--- src/rtl/peri_pwm_fader.sv ---
// Multi-channel Wishbone PWM peripheral with a shared fade engine.
// Duties are latched at period end so pwm_o never changes mid-period.
module peri_pwm_fader #(
  parameter int CHANNELS = 3,
  parameter int DW       = 8,
  parameter int PSW      = 16
) (
  input  logic                clk_i,
  input  logic                rst_i,
  input  logic                wb_we_i,
  input  logic [3:0]          wb_adr_i,
  input  logic [7:0]          wb_dat_i,
  input  logic                wb_stb_i,
  output logic [7:0]          wb_dat_o,
  output logic                wb_ack_o,
  output logic [CHANNELS-1:0] pwm_o
);

  localparam logic [DW-1:0] CNT_MAX = '1;

  logic           ctrl_en;
  logic           ctrl_fade;
  logic [PSW-1:0] prescale;
  logic [PSW-1:0] psc;
  logic [DW-1:0]  cnt;
  logic [DW-1:0]  target  [CHANNELS];
  logic [DW-1:0]  level   [CHANNELS];
  logic [DW-1:0]  applied [CHANNELS];
  logic           wr;
  logic           tick;
  logic           psc_wr;

  assign wr       = wb_stb_i & wb_we_i;
  assign tick     = (psc == prescale);
  assign psc_wr   = wr && ((wb_adr_i == 4'h1) || (wb_adr_i == 4'h2));
  assign wb_ack_o = wb_stb_i;

  always_ff @(posedge clk_i) begin
    if (rst_i) begin
      ctrl_en   <= 1'b0;
      ctrl_fade <= 1'b0;
      prescale  <= '0;
      psc       <= '0;
      cnt       <= '0;
      pwm_o     <= '0;
      for (int n = 0; n < CHANNELS; n++) begin
        target[n]  <= '0;
        level[n]   <= '0;
        applied[n] <= '0;
      end
    end else begin
      cnt <= cnt + 1'b1;

      if (wr && (wb_adr_i == 4'h0)) begin
        ctrl_en   <= wb_dat_i[0];
        ctrl_fade <= wb_dat_i[1];
      end
      if (wr && (wb_adr_i == 4'h1)) prescale[7:0]     <= wb_dat_i;
      if (wr && (wb_adr_i == 4'h2)) prescale[PSW-1:8] <= wb_dat_i;

      // Restarting on any PRESCALE write keeps psc <= PRESCALE at all times.
      if (psc_wr || tick) psc <= '0;
      else                psc <= psc + 1'b1;

      for (int n = 0; n < CHANNELS; n++) begin
        if (wr && (wb_adr_i == 4'(4 + n))) target[n] <= wb_dat_i[DW-1:0];

        if (!ctrl_fade) begin
          level[n] <= target[n];
        end else if (tick) begin
          if (level[n] < target[n])      level[n] <= level[n] + 1'b1;
          else if (level[n] > target[n]) level[n] <= level[n] - 1'b1;
        end

        if (cnt == CNT_MAX) applied[n] <= level[n];
        pwm_o[n] <= ctrl_en && (cnt < applied[n]);
      end
    end
  end

  always_comb begin
    wb_dat_o = '0;
    if (wb_stb_i) begin
      case (wb_adr_i)
        4'h0:    wb_dat_o = {6'b0, ctrl_fade, ctrl_en};
        4'h1:    wb_dat_o = prescale[7:0];
        4'h2:    wb_dat_o = prescale[PSW-1:8];
        default: wb_dat_o = '0;
      endcase
      for (int n = 0; n < CHANNELS; n++) begin
        if (wb_adr_i == 4'(4 + n)) wb_dat_o = 8'(target[n]);
        if (wb_adr_i == 4'(8 + n)) wb_dat_o = 8'(level[n]);
      end
    end
  end

endmodule
--- config.mk ---
export PLATFORM = sky130hd
export DESIGN_NAME = peri_pwm_fader
export DESIGN_NICKNAME = d
export VERILOG_FILES = /design/src/rtl/peri_pwm_fader.sv
export SDC_FILE = /design/constraint.sdc
export NUM_CORES = 1
export LEC_CHECK = 0
export CAP_MARGIN = 0
export CORE_ASPECT_RATIO = 1.1
export CORE_MARGIN = 2
export CORE_UTILIZATION = 30
export CTS_CLUSTER_DIAMETER = 60
export DETAILED_ROUTE_END_ITERATION = 16
export GPL_TIMING_DRIVEN = 0
export HOLD_SLACK_MARGIN = 0.03
export PLACE_DENSITY = 0.48
export SETUP_SLACK_MARGIN = 0.05
export SYNTH_ARGS = -nofsm -noshare
export SYNTH_HDL_FRONTEND = slang
export SYNTH_SLANG_ARGS = --single-unit
export TNS_END_PERCENT = 50
--- constraint.sdc ---
create_clock -name clk_i -period 3.55 [get_ports clk_i]
set_input_delay 0.5325 -clock clk_i [delete_from_list [all_inputs] [get_ports clk_i]]
set_output_delay 0.5325 -clock clk_i [all_outputs]
set_load 0.02 [all_outputs]
# Word level (Yosys, flattened, before mapping)
# Memory sizes are Yosys's and may differ from the RTL's.
# Index checks and enable logic that the tools add are counted.
dict set report word_totals {
  ramBits 72
  memories 3
  word_cells 140
  regBits 45
}
# memory words width rd rd_ports_with_merged_regs wr line
set memory_table {}
lappend memory_table {applied 3 8 3 0 3 28} ;# logic [DW-1:0] applied [CHANNELS];
lappend memory_table {level 3 8 3 0 3 27} ;# logic [DW-1:0] level [CHANNELS];
lappend memory_table {target 3 8 3 0 3 26} ;# logic [DW-1:0] target [CHANNELS];
dict set report op_classes {
  magnitude_cmp 9
  n_bitwise 16
  mux 73
  add_sub_neg 8
  n_reduce_logical 14
  n_eq_ne 10
}
# op count
set ops {}
lappend ops {{$mux 8} 22}
lappend ops {{$mux 1} 50}
lappend ops {{$lt 8x8->1} 6}
lappend ops {{$add 8x1->8 const B} 4}
lappend ops {{$gt 8x8->1} 3}
lappend ops {{$pmux 8 s3} 1}
lappend ops {{$sub 8x1->8 const B} 3}
lappend ops {{$add 16x1->16 const B} 1}
lappend ops {{$eq 16x16->1} 1}
lappend ops {{$or 1x1->1} 15}
lappend ops {{$eq 4x3->1 const B} 3}
lappend ops {{$eq 4x4->1 const B} 3}
lappend ops {{$logic_and 1x1->1} 10}
lappend ops {{$eq 8x8->1 const B} 1}
lappend ops {{$eq 4x1->1 const B} 1}
lappend ops {{$eq 4x2->1 const B} 1}
lappend ops {{$logic_not 4->1} 1}
lappend ops {{$logic_or 1x1->1} 2}
lappend ops {{$reduce_or 2->1} 1}
lappend ops {{$and 1x1->1} 1}

# Longest topological paths before layout
dict set report depth {
  ltp_word 9
  mapped_depth 16
  mapped_depth_nobuf 16
}

# Worst setup path before layout
# Ideal clock, no wire load.
dict set report synth_path {
  path_type {register -> register}
  startpoint {register psc[2]}
  endpoint {memory level[2][7] (data pin)}
  stages_incl_launch_ff 15
  required_time_ns 3.279
  slack_ns 0.132
  t_arrival_ns 3.146
  setup_time_ns 0.271
  path_buffers 1
  cell_sequence {dfxtp_1 > xor2_1 > nor4_1 > nand4_1 > or2_0 > buf_6 > or3_1 > inv_1 > ha_1 > a21o_1 > a21oi_1 > o21ai_0 > o41ai_1 > xor2_1 > o22ai_1}
}
# item line
set synth_lines {}
lappend synth_lines {{start, declared} 24} ;# logic [PSW-1:0] psc;
lappend synth_lines {{start signal, assigned} 63} ;# else psc <= psc + 1'b1;
lappend synth_lines {{end, declared} 27}

# Final worst setup path
dict set report layout_path {
  startpoint {input port wb_adr_i[3]}
  endpoint {output port wb_dat_o[4]}
}
dict set report layout_via {
  elab_chain_len 9
}
# item line
set layout_rtl {}
lappend layout_rtl {{start, declared} 11} ;# input logic [3:0] wb_adr_i,
lappend layout_rtl {{$eq 4x2->1, or another cell as far along} 84} ;# case (wb_adr_i)
lappend layout_rtl {{$pmux 8 s3} 84}
lappend layout_rtl {{$mux 8} 91} ;# if (wb_adr_i == 4'(4 + n)) wb_dat_o = 8'(target[n]);
lappend layout_rtl {{$mux 8} 92} ;# if (wb_adr_i == 4'(8 + n)) wb_dat_o = 8'(level[n]);
lappend layout_rtl {{$mux 8} 91}
lappend layout_rtl {{$mux 8} 92}
lappend layout_rtl {{$mux 8} 91}
lappend layout_rtl {{$mux 8 *} 92}
lappend layout_rtl {{$mux 8 *} 83} ;# if (wb_stb_i) begin
lappend layout_rtl {{end, declared} 14} ;# output logic [7:0] wb_dat_o,
# Mark *: on every way between the ends. The rest lies on a longest branch, timed or not.

==> results.md <==
Run status:
- The flow ran to the end, and the final reports show no timing, DRC or antenna violations.

Pwr:
- The analysis attributes to cell leakage a power of 0.00360 uW.
- The clock share of power is 46.8%.
- The total net switching power is 1030 uW.
- The total power of the final layout is 3820 uW.
- IR analysis of the VDD net gives a maximum drop of 0.308 mV.
- The internal power of the cells totals 2790 uW.
- Sequential cells account for 41.1% of the total power.
- The fraction of power consumed by combinational cells is 12.0%.
- Power spread over the standard cell area amounts to 433 nW/um^2.
- The switching share of total power is 27.0%.

Synthesis:
- The fraction of registers with async set/reset is 0%.
- The cell area after technology mapping is 7280 um^2.
- The number of distinct library cells after synthesis is 54.
- In the synthesized netlist the dominant register cell turns out to be sky130_fd_sc_hd__edfxtp_1.
- The synthesized design contains 117 register bits.
- The synthesized netlist cell count is 791.
- After synthesis, the mean cell area works out to 9.21 um^2.
- The number of enable-type register cells in the synthesized netlist is 72.
- The sequential cell area fraction in the yosys report is 42.0%.
- Yosys printed 0 warnings.
- The total nets after synthesis is 865.

Clock network:
- The clock reaches the later pin of the worst-skew pair after 430 ps.
- TritonCTS created 17 clock buffers.
- TritonCTS built the clock tree.
- For this design, the sink count on the clock tree is 117.
- The number of buffers added to fix hold violations after cts is 0.
- The tree is rooted in a sky130_fd_sc_hd__clkbuf_16.
- The largest buffer count on any clock path is 2.
- Clock-pin slew was measured on the worst setup and hold paths at 60 ps.
- The H-tree was split into 4 levels.

STA:
- The smallest clock period supported by the final layout is computed as 3490 ps.
- The count of final hold-check violations is 0.
- Setup repair after global routing could not meet its margin everywhere.
- Setup violations remaining at the end of the flow were counted as 0.
- The total count of max-transition violations in the final report is 0.
- Static timing analysis puts the maximum clock frequency at 0.286 GHz.
- The final period utilization is 98.4%.
- The worst-case hold slack is 472 ps.
- For the final database, setup skew stands at 16.1 ps.
- The transition time of the tightest slew-check pin is 1050 ps.
- Measured against its own limit, the worst slew margin works out to 29.7%.

Worst setup path:
- The highest-delay cell along the critical path is sky130_fd_sc_hd__clkdlybuf4s50_1.
- The critical path goes through clkdlybuf4s50_1 -> nor2b_4 -> clkbuf_1 -> a32oi_1 -> a21oi_1 -> o21a_1 -> clkdlybuf4s50_1.
- The largest single stage delay on the critical path is 600 ps.
- Counting both buffers and inverters, the worst setup path holds a total of 3.
- On the critical path the largest part of the delay comes from buffers and inverters.
- The critical path runs through a total of 7 cells.
- The sort of element at the end of the critical path is a primary output.
- Counting stages on the worst path, the most repeated cell is sky130_fd_sc_hd__clkdlybuf4s50_1.
- STA classifies the critical path startpoint as a primary input.
- The class of the most critical setup path is in -> out.
- Data on the critical path arrives at its endpoint at 2960 ps.
- Along the worst path, the maximum fanout reaches 10.
- The required time of the worst setup path is 3020 ps.
- The number of cells on the worst reg-to-reg path is 14.

Drt:
- The routed wirelength normalized by instance count is 18.6 um.
- The total DRC errors in the routed layout is 0.
- The final wirelength is 21,700 um.
- The count of nets left with antenna violations once routing finished came out at 0.
- The via count is 6,050.
- The number of vias per cell after detailed routing is 5.19.
- The number of DRC violations after detailed-routing iteration 0 is 398.
- The first detailed-routing pass ran for 6 iterations.

Layout:
- The share of the core filled with cells is 37.1%.
- The most common library cell in the layout ignoring fill and taps is sky130_fd_sc_hd__nand2_1.
- Counting the fill cells in the layout gives 2,460.
- The final cell area excluding filler cells is 8820 um^2.
- The number of diodes is 0.
- The number of nets in the layout is 922.
- The sequential cell area is 3080 um^2.
- The multi-input combinational cells in the finished layout cover a total of 4010 um^2.
- The relative area change from synthesis to final layout is 21.1%.
- The proportion of layout cells with a drive suffix above 1 is 11.4%.
- The number of standard cells in the layout, taps in and fillers out is 1,166.
- In the layout the commonest cells are sky130_fd_sc_hd__nand2_1, sky130_fd_sc_hd__edfxtp_1, sky130_fd_sc_hd__inv_1.

Worst hold path:
- The worst hold-check path type is reg -> reg.
- The number of instances on the worst hold path is 1.

Global routing:
- Entering global routing, the biggest net connects 21 pins.
- The via count of the first global-routing pass is 5,996.
- The remaining global-route overflow is 0.
- The first global-routing pass estimated 33,800 um of wire.
- The overall global routing resource usage is 17.1%.
- The number of antenna violations at the first check in global routing is 2.

Placed design:
- Once detailed placement completed, the half-perimeter wirelength came to 16,300 um.
- The count of buffers inserted at the top-level ports is 27.
- The number of placed instances, taps included, is 1,124.
- The routability congestion estimate is 0.866.
- The area of placed instances is 7960 um^2.

Floorplan:
- In this run the vertical extent of the chip is 167 um.
- The core region is 23,800 um^2.
- The count of pins on the block boundary is 28.
- The initial utilization of the core area, before any placement, comes to 30.6%.
- The standard-cell row count is 59.
- The floorplan step defined a die boundary enclosing 25,500 um^2.
- The die is 153 um wide.

Run:
- Across the run, the number of max-cap violations was 0.
per-stage QoR:
stage | TNS [ps] | worst slack [ps]
3_3_place_gp | -8430 | -796
3_5_place_dp | -6640 | -779
2_1_floorplan | 0 | 132
4_1_cts | 0 | 2.49
6_report | 0 | 55.7
5_1_grt | -143 | -61.5
per-layer routing:
layer / wire length [um] / part of all wire (%) / vias up / GRT usage (%)
met3: 744 / 3.4 / 31 / 2.59
met5: 13 / 0.060 / - / 0
met4: 496 / 2.3 / 2 / 6.40
met2: 10600 / 49 / 129 / 28.8
li1: - / - / 2954 / -
met1: 9920 / 46 / 2934 / 22.3
repair_timing:
action                     CTS  global route
setup buffers                4             5
pin swaps                    7            13
resized for setup           36            32
gates cloned                 0             0
setup endpoints to repair   13            27
cell type report:
class                           instances  share of cell area (%)
Clock inverter                         13                    1.60
Clock buffer                           19                    5.26
Timing Repair Buffer                   38                    4.18
Tap cell                              305                    4.33
Multi-Input combinational cell        584                    45.5
Buffer                                 32                    1.77
Sequential cell                       117                    34.9
Inverter                               58                    2.50
state kept, by name, summed over array words and instances (netlist names):
name,count
prescale,16
ctrl_en,1
psc,16
cnt,8
pwm_o,3
applied,24
level,24
target,24
ctrl_fade,1
worst paths after layout:
kind | start | to | slack, ps
worst max register to register | level[2][1] | level[2][7] | 120
worst max-delay path | wb_adr_i[3] | wb_dat_o[4] | 60
worst min register to register | psc[0] | psc[0] | 470
worst min-delay path | psc[0] | psc[0] | 470
cells by family after synthesis:
family                     count (synthesis)  share of synthesized area, %
xor gates and xnor gates                  58                          6.97
adders and majority gates                 58                          10.1
muxes                                      2                         0.275
and+or+nand+nor                          280                          18.9
AOI/OAI and AO/OA                        186                          16.9
buffers and inverters                     90                          4.81
DFF                                      117                          42.0
power by group through the flow:
stage | Clock [uW] | Combinational (uW) | Sequential (uW)
2_1_floorplan | 0 | 298 | 1560
3_3_place_gp | 0 | 427 | 1600
3_5_place_dp | 0 | 430 | 1600
4_1_cts | 1820 | 452 | 1570
5_1_grt | 1870 | 516 | 1580
6_report | 1790 | 460 | 1570
Yosys cell counts, drive strengths merged (7+ instances only):
cell type	count	area share [%]
nand3	27	1.9
edfxtp	72	30
or2	7	0.60
nor2	57	2.9
or3	7	0.60
nand2	80	4.1
a21oi	52	3.6
xor2	41	4.9
nor4	15	1.3
dfxtp	45	12
nand2b	12	1.0
buf	7	0.53
and2	25	2.1
clkbuf	25	1.3
a21o	20	2.1
o22ai	15	1.3
and3	13	1.1
inv	58	3.0
nor2b	19	1.6
a22oi	17	1.8
xnor2	17	2.0
a211oi	7	0.72
ha	57	9.8
o21ai	23	1.6
nor3	11	0.98
No activity file was read; power rests on OpenSTA's default activity.
